File: config.mk
export PLATFORM = sky130hd
export DESIGN_NAME = unary_add_ctrl_flat
export DESIGN_NICKNAME = d
export VERILOG_FILES = /design/src/rtl/unary_add_ctrl_if.sv /design/src/rtl/unary_add_ctrl.sv /design/src/flat_wrapper.sv
export SDC_FILE = /design/constraint.sdc
export NUM_CORES = 1
export LEC_CHECK = 0
export CAP_MARGIN = 20
export CORE_MARGIN = 2
export CORE_UTILIZATION = 47
export DETAILED_ROUTE_END_ITERATION = 7
export GPL_ROUTABILITY_DRIVEN = 0
export GPL_TIMING_DRIVEN = 0
export PLACE_DENSITY = 0.76
export RECOVER_POWER = 50
export SLEW_MARGIN = 10
export SYNTH_ARGS = -nofsm -noshare
export SYNTH_HDL_FRONTEND = slang
export SYNTH_SLANG_ARGS = --single-unit
File: constraint.sdc
create_clock -name clk -period 2.4 [get_ports clk]
set_input_delay 0.24 -clock clk [delete_from_list [all_inputs] [get_ports clk]]
set_output_delay 0.24 -clock clk [all_outputs]
set_load 0.05 [all_outputs]
File: src/rtl/unary_add_ctrl_if.sv
// Request/result and unary-adder signal bundle for unary_add_ctrl.
// slave = the controller; master = requesters plus the unary adder it drives.
interface unary_add_ctrl_if;
  logic [1:0] req;
  logic [3:0] opa0;
  logic [3:0] opb0;
  logic [3:0] opa1;
  logic [3:0] opb1;
  logic [1:0] gnt;
  logic [1:0] done;
  logic [4:0] result;
  logic       busy;
  logic       add_en;
  logic       add_rw;
  logic       add_A;
  logic       add_B;
  logic       add_dout;
  logic       add_C;

  modport slave (
    input  req, opa0, opb0, opa1, opb1, add_dout, add_C,
    output gnt, done, result, busy, add_en, add_rw, add_A, add_B
  );

  modport master (
    output req, opa0, opb0, opa1, opb1, add_dout, add_C,
    input  gnt, done, result, busy, add_en, add_rw, add_A, add_B
  );
endinterface

File: src/rtl/unary_add_ctrl.sv
// Two-requester controller that feeds 4-bit operands to a serial unary adder
// and collects a 5-bit result. Define UNARY_ADD_CTRL_RR_EN for round-robin ties.
module unary_add_ctrl (
  input  logic             clk,
  input  logic             rst_n,
  unary_add_ctrl_if.slave  bus
);

  typedef enum logic [2:0] {
    S_IDLE,
    S_GRANT,
    S_READ,
    S_FLUSH,
    S_WRITE,
    S_DONE
  } state_t;

  state_t     state_q, state_d;
  logic       sel_q, sel_d;        // index of the requester being served
  logic [3:0] ra_q, ra_d;
  logic [3:0] rb_q, rb_d;
  logic [3:0] len_q, len_d;
  logic [3:0] k_q, k_d;            // READ cycle index
  logic [3:0] sum_q, sum_d;        // count of add_dout highs in WRITE
  logic       carry_q, carry_d;
  logic       wdog_q, wdog_d;
  logic       first_q, first_d;    // first WRITE cycle, add_dout not yet valid
  logic [4:0] result_q, result_d;
  logic       win;
  logic [3:0] op_a, op_b, op_max;

`ifdef UNARY_ADD_CTRL_RR_EN
  logic       ptr_q, ptr_d;

  assign win = (&bus.req) ? ptr_q : bus.req[1];
`else
  assign win = ~bus.req[0];
`endif

  // Operands of the winner are sampled straight from the ports during GRANT.
  assign op_a   = sel_q ? bus.opa1 : bus.opa0;
  assign op_b   = sel_q ? bus.opb1 : bus.opb0;
  assign op_max = (op_a > op_b) ? op_a : op_b;

  always_ff @(posedge clk or negedge rst_n) begin
    if (!rst_n) begin
      state_q  <= S_IDLE;
      sel_q    <= 1'b0;
      ra_q     <= '0;
      rb_q     <= '0;
      len_q    <= '0;
      k_q      <= '0;
      sum_q    <= '0;
      carry_q  <= 1'b0;
      wdog_q   <= 1'b0;
      first_q  <= 1'b0;
      result_q <= '0;
`ifdef UNARY_ADD_CTRL_RR_EN
      ptr_q    <= 1'b0;
`endif
    end else begin
      // NOTE: non-blocking assignments here so every register samples the
      // pre-edge value of the others, independent of statement order.
      state_q  <= state_d;
      sel_q    <= sel_d;
      ra_q     <= ra_d;
      rb_q     <= rb_d;
      len_q    <= len_d;
      k_q      <= k_d;
      sum_q    <= sum_d;
      carry_q  <= carry_d;
      wdog_q   <= wdog_d;
      first_q  <= first_d;
      result_q <= result_d;
`ifdef UNARY_ADD_CTRL_RR_EN
      ptr_q    <= ptr_d;
`endif
    end
  end

  always_comb begin
    // NOTE: every variable gets a hold value first so no path through the
    // case statement leaves one unassigned (which would infer a latch).
    state_d  = state_q;
    sel_d    = sel_q;
    ra_d     = ra_q;
    rb_d     = rb_q;
    len_d    = len_q;
    k_d      = k_q;
    sum_d    = sum_q;
    carry_d  = carry_q;
    wdog_d   = wdog_q;
    first_d  = first_q;
    result_d = result_q;
`ifdef UNARY_ADD_CTRL_RR_EN
    ptr_d    = ptr_q;
`endif

    if ((state_q == S_READ || state_q == S_FLUSH || state_q == S_WRITE) && bus.add_C)
      carry_d = 1'b1;

    case (state_q)
      S_IDLE: begin
        if (|bus.req) begin
          sel_d   = win;
          state_d = S_GRANT;
        end
      end

      S_GRANT: begin
        ra_d    = op_a;
        rb_d    = op_b;
        len_d   = op_max;
        k_d     = '0;
        sum_d   = '0;
        carry_d = 1'b0;
        wdog_d  = 1'b0;
`ifdef UNARY_ADD_CTRL_RR_EN
        ptr_d   = ~sel_q;
`endif
        state_d = (op_max != 4'd0) ? S_READ : S_FLUSH;
      end

      S_READ: begin
        k_d = k_q + 4'd1;
        if (k_q == len_q - 4'd1)
          state_d = S_FLUSH;
      end

      S_FLUSH: begin
        first_d = 1'b1;
        state_d = S_WRITE;
      end

      S_WRITE: begin
        if (first_q) begin
          first_d = 1'b0;
        end else if (bus.add_dout) begin
          // A 16th high sample cannot come from a legal 4-bit count.
          if (sum_q == 4'hF) begin
            wdog_d  = 1'b1;
            state_d = S_DONE;
          end else begin
            sum_d = sum_q + 4'd1;
          end
        end else begin
          state_d = S_DONE;
        end
      end

      S_DONE: state_d = S_IDLE;

      default: state_d = S_IDLE;
    endcase

    // Result is registered on entry to DONE so it is valid alongside the pulse.
    if (state_q == S_WRITE && state_d == S_DONE)
      result_d = wdog_d ? 5'h1F : {carry_d, sum_q};
  end

  always_comb begin
    bus.gnt    = 2'b00;
    bus.done   = 2'b00;
    bus.add_en = 1'b0;
    bus.add_rw = 1'b0;
    bus.add_A  = 1'b0;
    bus.add_B  = 1'b0;
    case (state_q)
      S_GRANT: bus.gnt = {sel_q, ~sel_q};
      S_READ: begin
        bus.add_en = 1'b1;
        bus.add_A  = (k_q < ra_q);
        bus.add_B  = (k_q < rb_q);
      end
      S_FLUSH: bus.add_en = 1'b1;
      S_WRITE: begin
        bus.add_en = 1'b1;
        bus.add_rw = 1'b1;
      end
      S_DONE: bus.done = {sel_q, ~sel_q};
      default: ;
    endcase
  end

  assign bus.busy   = (state_q != S_IDLE);
  assign bus.result = result_q;

endmodule

File: src/flat_wrapper.sv
// flat-port wrapper written by rule: the top's interface ports become plain ports
module unary_add_ctrl_flat 
  (clk, rst_n, bus_req, bus_opa0, bus_opb0, bus_opa1, bus_opb1, bus_add_dout, bus_add_C, bus_gnt, bus_done, bus_result, bus_busy, bus_add_en, bus_add_rw, bus_add_A, bus_add_B);
  unary_add_ctrl_if bus_i ();
  input  logic clk;
  input  logic rst_n;
  input wire logic [$bits(bus_i.req)-1:0] bus_req;
  input wire logic [$bits(bus_i.opa0)-1:0] bus_opa0;
  input wire logic [$bits(bus_i.opb0)-1:0] bus_opb0;
  input wire logic [$bits(bus_i.opa1)-1:0] bus_opa1;
  input wire logic [$bits(bus_i.opb1)-1:0] bus_opb1;
  input wire logic [$bits(bus_i.add_dout)-1:0] bus_add_dout;
  input wire logic [$bits(bus_i.add_C)-1:0] bus_add_C;
  output wire logic [$bits(bus_i.gnt)-1:0] bus_gnt;
  output wire logic [$bits(bus_i.done)-1:0] bus_done;
  output wire logic [$bits(bus_i.result)-1:0] bus_result;
  output wire logic [$bits(bus_i.busy)-1:0] bus_busy;
  output wire logic [$bits(bus_i.add_en)-1:0] bus_add_en;
  output wire logic [$bits(bus_i.add_rw)-1:0] bus_add_rw;
  output wire logic [$bits(bus_i.add_A)-1:0] bus_add_A;
  output wire logic [$bits(bus_i.add_B)-1:0] bus_add_B;
  assign bus_i.req = bus_req;
  assign bus_i.opa0 = bus_opa0;
  assign bus_i.opb0 = bus_opb0;
  assign bus_i.opa1 = bus_opa1;
  assign bus_i.opb1 = bus_opb1;
  assign bus_i.add_dout = bus_add_dout;
  assign bus_i.add_C = bus_add_C;
  assign bus_gnt = bus_i.gnt;
  assign bus_done = bus_i.done;
  assign bus_result = bus_i.result;
  assign bus_busy = bus_i.busy;
  assign bus_add_en = bus_i.add_en;
  assign bus_add_rw = bus_i.add_rw;
  assign bus_add_A = bus_i.add_A;
  assign bus_add_B = bus_i.add_B;
  unary_add_ctrl u_core (.clk(clk), .rst_n(rst_n), .bus(bus_i));
endmodule
-- Word level (Yosys, flattened, before mapping)
Cells that the tools add are included.
- register bits after elaboration: 32
- order comparisons: 3
- reductions and logical operators: 14
- muxes and demuxes: 29
- eq/ne operators: 11
- bitwise gates (word level): 2
- $add $sub $neg: 3
- operators by type and width (operator ; number):
    $mux W4 ; 6
    $pmux W4 S2 ; 2
    $mux W3 ; 5
    $pmux W3 S5 ; 1
    $mux W1 ; 10
    $eq A3 B3 Y1 const B ; 3
    $add A4 B1 Y4 const B ; 2
    $lt A4 B4 Y1 ; 2
    $eq A3 B2 Y1 const B ; 2
    $ne A2 B2 Y1 const B ; 3
    $reduce_bool A2 Y1 ; 3
    $mux W5 ; 1
    $eq A4 B4 Y1 ; 1
    $eq A4 B4 Y1 const B ; 1
    $gt A4 B4 Y1 ; 1
    $mux W2 ; 2
    $pmux W1 S2 ; 2
    $reduce_and A4 Y1 ; 1
    $reduce_bool A4 Y1 ; 1
    $sub A4 B1 Y4 const B ; 1
    $eq A3 B1 Y1 const B ; 1
    $logic_not A3 Y1 ; 1
    $reduce_bool A3 Y1 ; 1
    $reduce_or A3 Y1 ; 1
    other kinds (5) ; 8

-- Depth between registers and ports, before layout
- word-level depth: 8
- gate-level depth with buffers: 9
- gate-level depth less buffers: 7

-- Worst setup path before layout
No wires, ideal clock.
- path kind: reg-to-output
- from: register u_core.k_q[1]
- to: output port bus_add_A
- arrival: 2.240 ns
- stages on the path, launching flop included: 5
- slack: -0.080 ns
- data required time: 2.160 ns
- cell sequence: dfrtp_1 > ha_1 > a21o_1 > a21o_1 > a211oi_1
- word-level cells in the longest chain between the ends: 2
- ends and longest elaborated chain (what ; line ; source):
    from (decl) ; unary_add_ctrl.sv:23 ; logic [3:0] k_q, k_d;
    from (signal assigned) ; unary_add_ctrl.sv:69 ; k_q <= k_d;
    $lt A4 B4 Y1 ; unary_add_ctrl.sv:172 ; bus.add_A = (k_q < ra_q);
    $mux W1 ; unary_add_ctrl.sv:168 ; case (state_q)
    to (decl) ; flat_wrapper.sv:20 ; output wire logic [$bits(bus_i.add_A)-1:0] bus_add_A;
Every way passes these cells.

-- Worst setup path in the final report
- from: register u_core.sel_q
- to: register u_core.state_q[0]
- word-level cells in the longest chain between the ends: 6
- ends and longest elaborated chain (what ; line ; source):
    from (decl) ; unary_add_ctrl.sv:19 ; logic sel_q, sel_d;
    from (signal assigned) ; unary_add_ctrl.sv:65 ; sel_q <= sel_d;
    $mux W4 * ; unary_add_ctrl.sv:41 ; assign op_a = sel_q ? bus.opa1 : bus.opa0;
    net u_core.op_a[2] ; unary_add_ctrl.sv:30 ; logic [3:0] op_a, op_b, op_max;
    $gt A4 B4 Y1 ; unary_add_ctrl.sv:43 ; assign op_max = (op_a > op_b) ? op_a : op_b;
    $mux W4 * ; unary_add_ctrl.sv:43 ;
    $reduce_bool A4 Y1 * ; unary_add_ctrl.sv:121 ; state_d = (op_max != 4'd0) ? S_READ : S_FLUSH;
    $mux W1 * ; unary_add_ctrl.sv:121 ;
    $pmux W3 S5 * ; unary_add_ctrl.sv:102 ; case (state_q)
    net u_core.state_d[0] ; unary_add_ctrl.sv:18 ; state_t state_q, state_d;
    to (signal assigned) ; unary_add_ctrl.sv:64 ; state_q <= state_d;
    to (decl) ; unary_add_ctrl.sv:18 ;
Mark *: on every way through the listed nets, which the timed path passes. The rest lies on a longest branch.
A chain may end at the register's enable or synchronous reset.

==> run_results.csv <==
group,metric,value,unit
grt,grt_first_pass_wirelength,6.93,mm
grt,grt_max_degree,33,
critical_path,critPathRequiredTime,2.55,ns
finish,fillerInstances,316,
grt,grt_pass1_vias,1461,
job,timing.max_cap.violations,1,
timing,relSlewSlack,-0.173,
timing,hold_viol_final,0,
route,route.detailed.drc,0,
finish,diodes,0,
pwr,ir_worst_vdd,0.806,mV
timing,fin_worst_skew,0.00413,ns
hold_path,hold_class,"input pin to async pin",
synth,synth_warnings,0,
pwr,p_per_area,1290,nW/um^2
timing,finalCriticalPeriod,2.38,ns
critical_path,crit_chain,"buf_6, mux2_4, ha_4, o21ai_2, a21oi_2, o21a_1, buf_8, mux2i_2, or4b_1",
run_status,status,"finished with violations",
synth,synthTopCellsByArea,"dfrtp_1 (41%), ha_1 (8.3%), o21ai_0 (5.1%)",
finish,area_growth,33.4,%
synth,synth_common_cells,"dfrtp_1 (32), nand2_1 (20), o21ai_0 (20), nor2_1 (19), inv_1 (15)",
timing,layout_setup_ws,0.0159,ns
timing,fin_crit_sh,0.993,
finish,ff_latch_area,801,sq um
pwr,leakage,1.22,nW
cts,path_clk_slew,0.07,ns
synth,yosys.area.top_type,"dfrtp_1",
place,io_buffers,35,
timing,maxSlewViolCount,33,
route,viasPerCell,5.19,
cts,clockBufferDepth,2,
timing,worst_pin_slew,1.76,ns
critical_path,path_buf_inv,2,
finish,finish.utilization,0.651,
route,wl,4.21,mm
route,num_vias,1593,
critical_path,crit_type,"register to register",
timing,fmax,419,MHz
finish,multiInputGateArea,1130,sq um
synth,syn_area,1950,sq um
synth,yosysMostFrequentCell,"dfrtp_1",
critical_path,slowest_delay,0.46,ns
place,dp_slack,-0.241,ns
cts,holdBufCountCts,0,
grt,grt.overflow.total,0,
synth,synth.top_cell.area_share,0.411,
die,start_util,0.488,
synth,synthesis.instances,204,
grt,track_usage,0.204,
die,die_y,68.4,microns
synth,synth_nets,239,
finish,drive_gt1_frac,0.206,
synth,synth-main-ff-cell,"dfrtp_1",
finish,final_nets,291,
synth,synth.distinct_cells,52,
critical_path,crit_path_max_fanout,7,
place,dp_hpwl,3.04,mm
run_status,violations,"capacitance limit, slew limit",
critical_path,critPathTopFamily,"multiplexers",
synth,ys_async_sr_fraction,1.00,
cts,numCtsBuffers,5,
critical_path,start_kind,"register",
route,drtIter0Drc,76,
route,wire_per_inst,13.7,microns
route,first_pass_iters,4,
synth,seq_area_frac_synth,0.411,
die,coreArea,4000,sq um
cts,clock_latency,0.28,ns
route,ant_nets,0,
die,placement_rows,23,
cts,root_buffer,"clkbuf_8",
die,io-pin-count,36,
cts,cts_tree,"yes",
critical_path,slowest_stage,"or4b_1",
cts,ctsHtreeMaxLevel,2,
die,fp.dieW,68.4,microns
critical_path,cp-end-kind,"register",
cts,cts_sinks,32,
timing,grt_setup_unrepaired,"true",
synth,ys_ff_latch,32,
timing,final-setup-viol-count,0,
synth,synth_enable_flop_cells,0,
critical_path,crit_arrival,2.54,ns
synth,syn_area_per_cell,9.56,sq um
grt,antenna_found_initial,0,
die,die_area,4680,sq um
==> sequential cells by signal, indices dropped and copies added, names as in the netlist <==
register / cells
u_core.rb_q: 4
u_core.k_q: 4
u_core.first_q: 1
u_core.len_q: 4
u_core.bus.result: 5
u_core.ra_q: 4
u_core.carry_q: 1
u_core.sum_q: 4
u_core.wdog_q: 1
u_core.state_q: 3
u_core.sel_q: 1
==> worst register-to-register path: stages (launching register included) <==
cell and delay, ns:
dfrtp_1 0.37, buf_6 0.18, mux2_4 0.34, ha_4 0.22, o21ai_2 0.15, a21oi_2 0.05
o21a_1 0.22, buf_8 0.14, mux2i_2 0.15, or4b_1 0.46
==> what timing repair did <==
action | in CTS | in global routing
setup endpoints to repair | 7 | 7
pin swaps | 0 | 3
buffers inserted | 5 | 5
gates resized for setup | 18 | 11
==> final timing paths <==
check,startpoint,endpoint,slack [ns],cells after the start
worst max-delay path,u_core.sel_q,u_core.state_q[0],0.02,9
worst min-delay path,rst_n,u_core.bus.result[2],0.42,1
worst max register to register,u_core.sel_q,u_core.state_q[0],0.02,9
worst min register to register,u_core.rb_q[2],u_core.rb_q[2],0.48,2
max in group asynchronous,rst_n,u_core.rb_q[2],0.96,1
min in group clk,u_core.rb_q[2],u_core.rb_q[2],0.48,2
==> layout by cell type, fill, tap and decap left out, types with 4 or more instances in the layout <==
master | netlist | layout
a21o_1 | 4 | 4
a21oi_1 | 11 | 10
buf_4 | 0 | 9
clkbuf_1 | 2 | 7
clkbuf_8 | 1 | 6
clkdlybuf4s50_1 | 0 | 27
dfrtp_1 | 32 | 32
ha_1 | 13 | 11
inv_1 | 15 | 15
nand2_1 | 20 | 20
nor2_1 | 19 | 19
o21ai_0 | 20 | 19
xnor2_1 | 4 | 4
==> per-layer routing <==
metal,GRT usage,vias to the layer above,part of all wire
met4,0.0800,0,0.020
met2,0.305,33,0.46
met5,0,-,0
li1,-,808,-
met1,0.278,745,0.49
met3,0.0543,7,0.033
==> power breakdown <==
group          switching, mW  internal [mW]
clock network          0.189          0.234
logic                   1.15          0.887
registers              0.150          0.747
total                   1.49           1.87
==> per-stage QoR <==
stage	instance area, sq um	instances	TNS, ns	hold slack (ns)	total power, mW
global placement	2380	289	-0.265	0.469	2.70
CTS	2570	302	0	0.0371	3.29
floorplan	1970	204	0	-0.0556	2.27
finish	2600	307	0	0.421	3.36
detailed placement	2380	289	-0.330	0.338	2.75
global route	2600	307	-0.203	0.524	3.62
==> area by class of cell <==
cell class,count,area share
buffer,9,0.0245
clock buffer,8,0.0346
inverter,16,0.0231
multi-input combinational,147,0.433
sequential,32,0.308
tap,50,0.0240
timing repair buffer,45,0.153
==> logic make-up (layout without fill, tap and decap cells) <==
logic type | Yosys count | in the layout | share of synthesized area
AOI/OAI and AO/OA | 47 | 47 | 0.144
xor gates and xnor gates | 7 | 7 | 0.0314
adders and majority gates | 13 | 13 | 0.0834
buffers and inverters | 25 | 78 | 0.0635
DFF | 32 | 32 | 0.411
muxes | 13 | 13 | 0.0738
and+or+nand+nor | 67 | 67 | 0.194
Note: power is estimated with default switching activity, not from simulation.
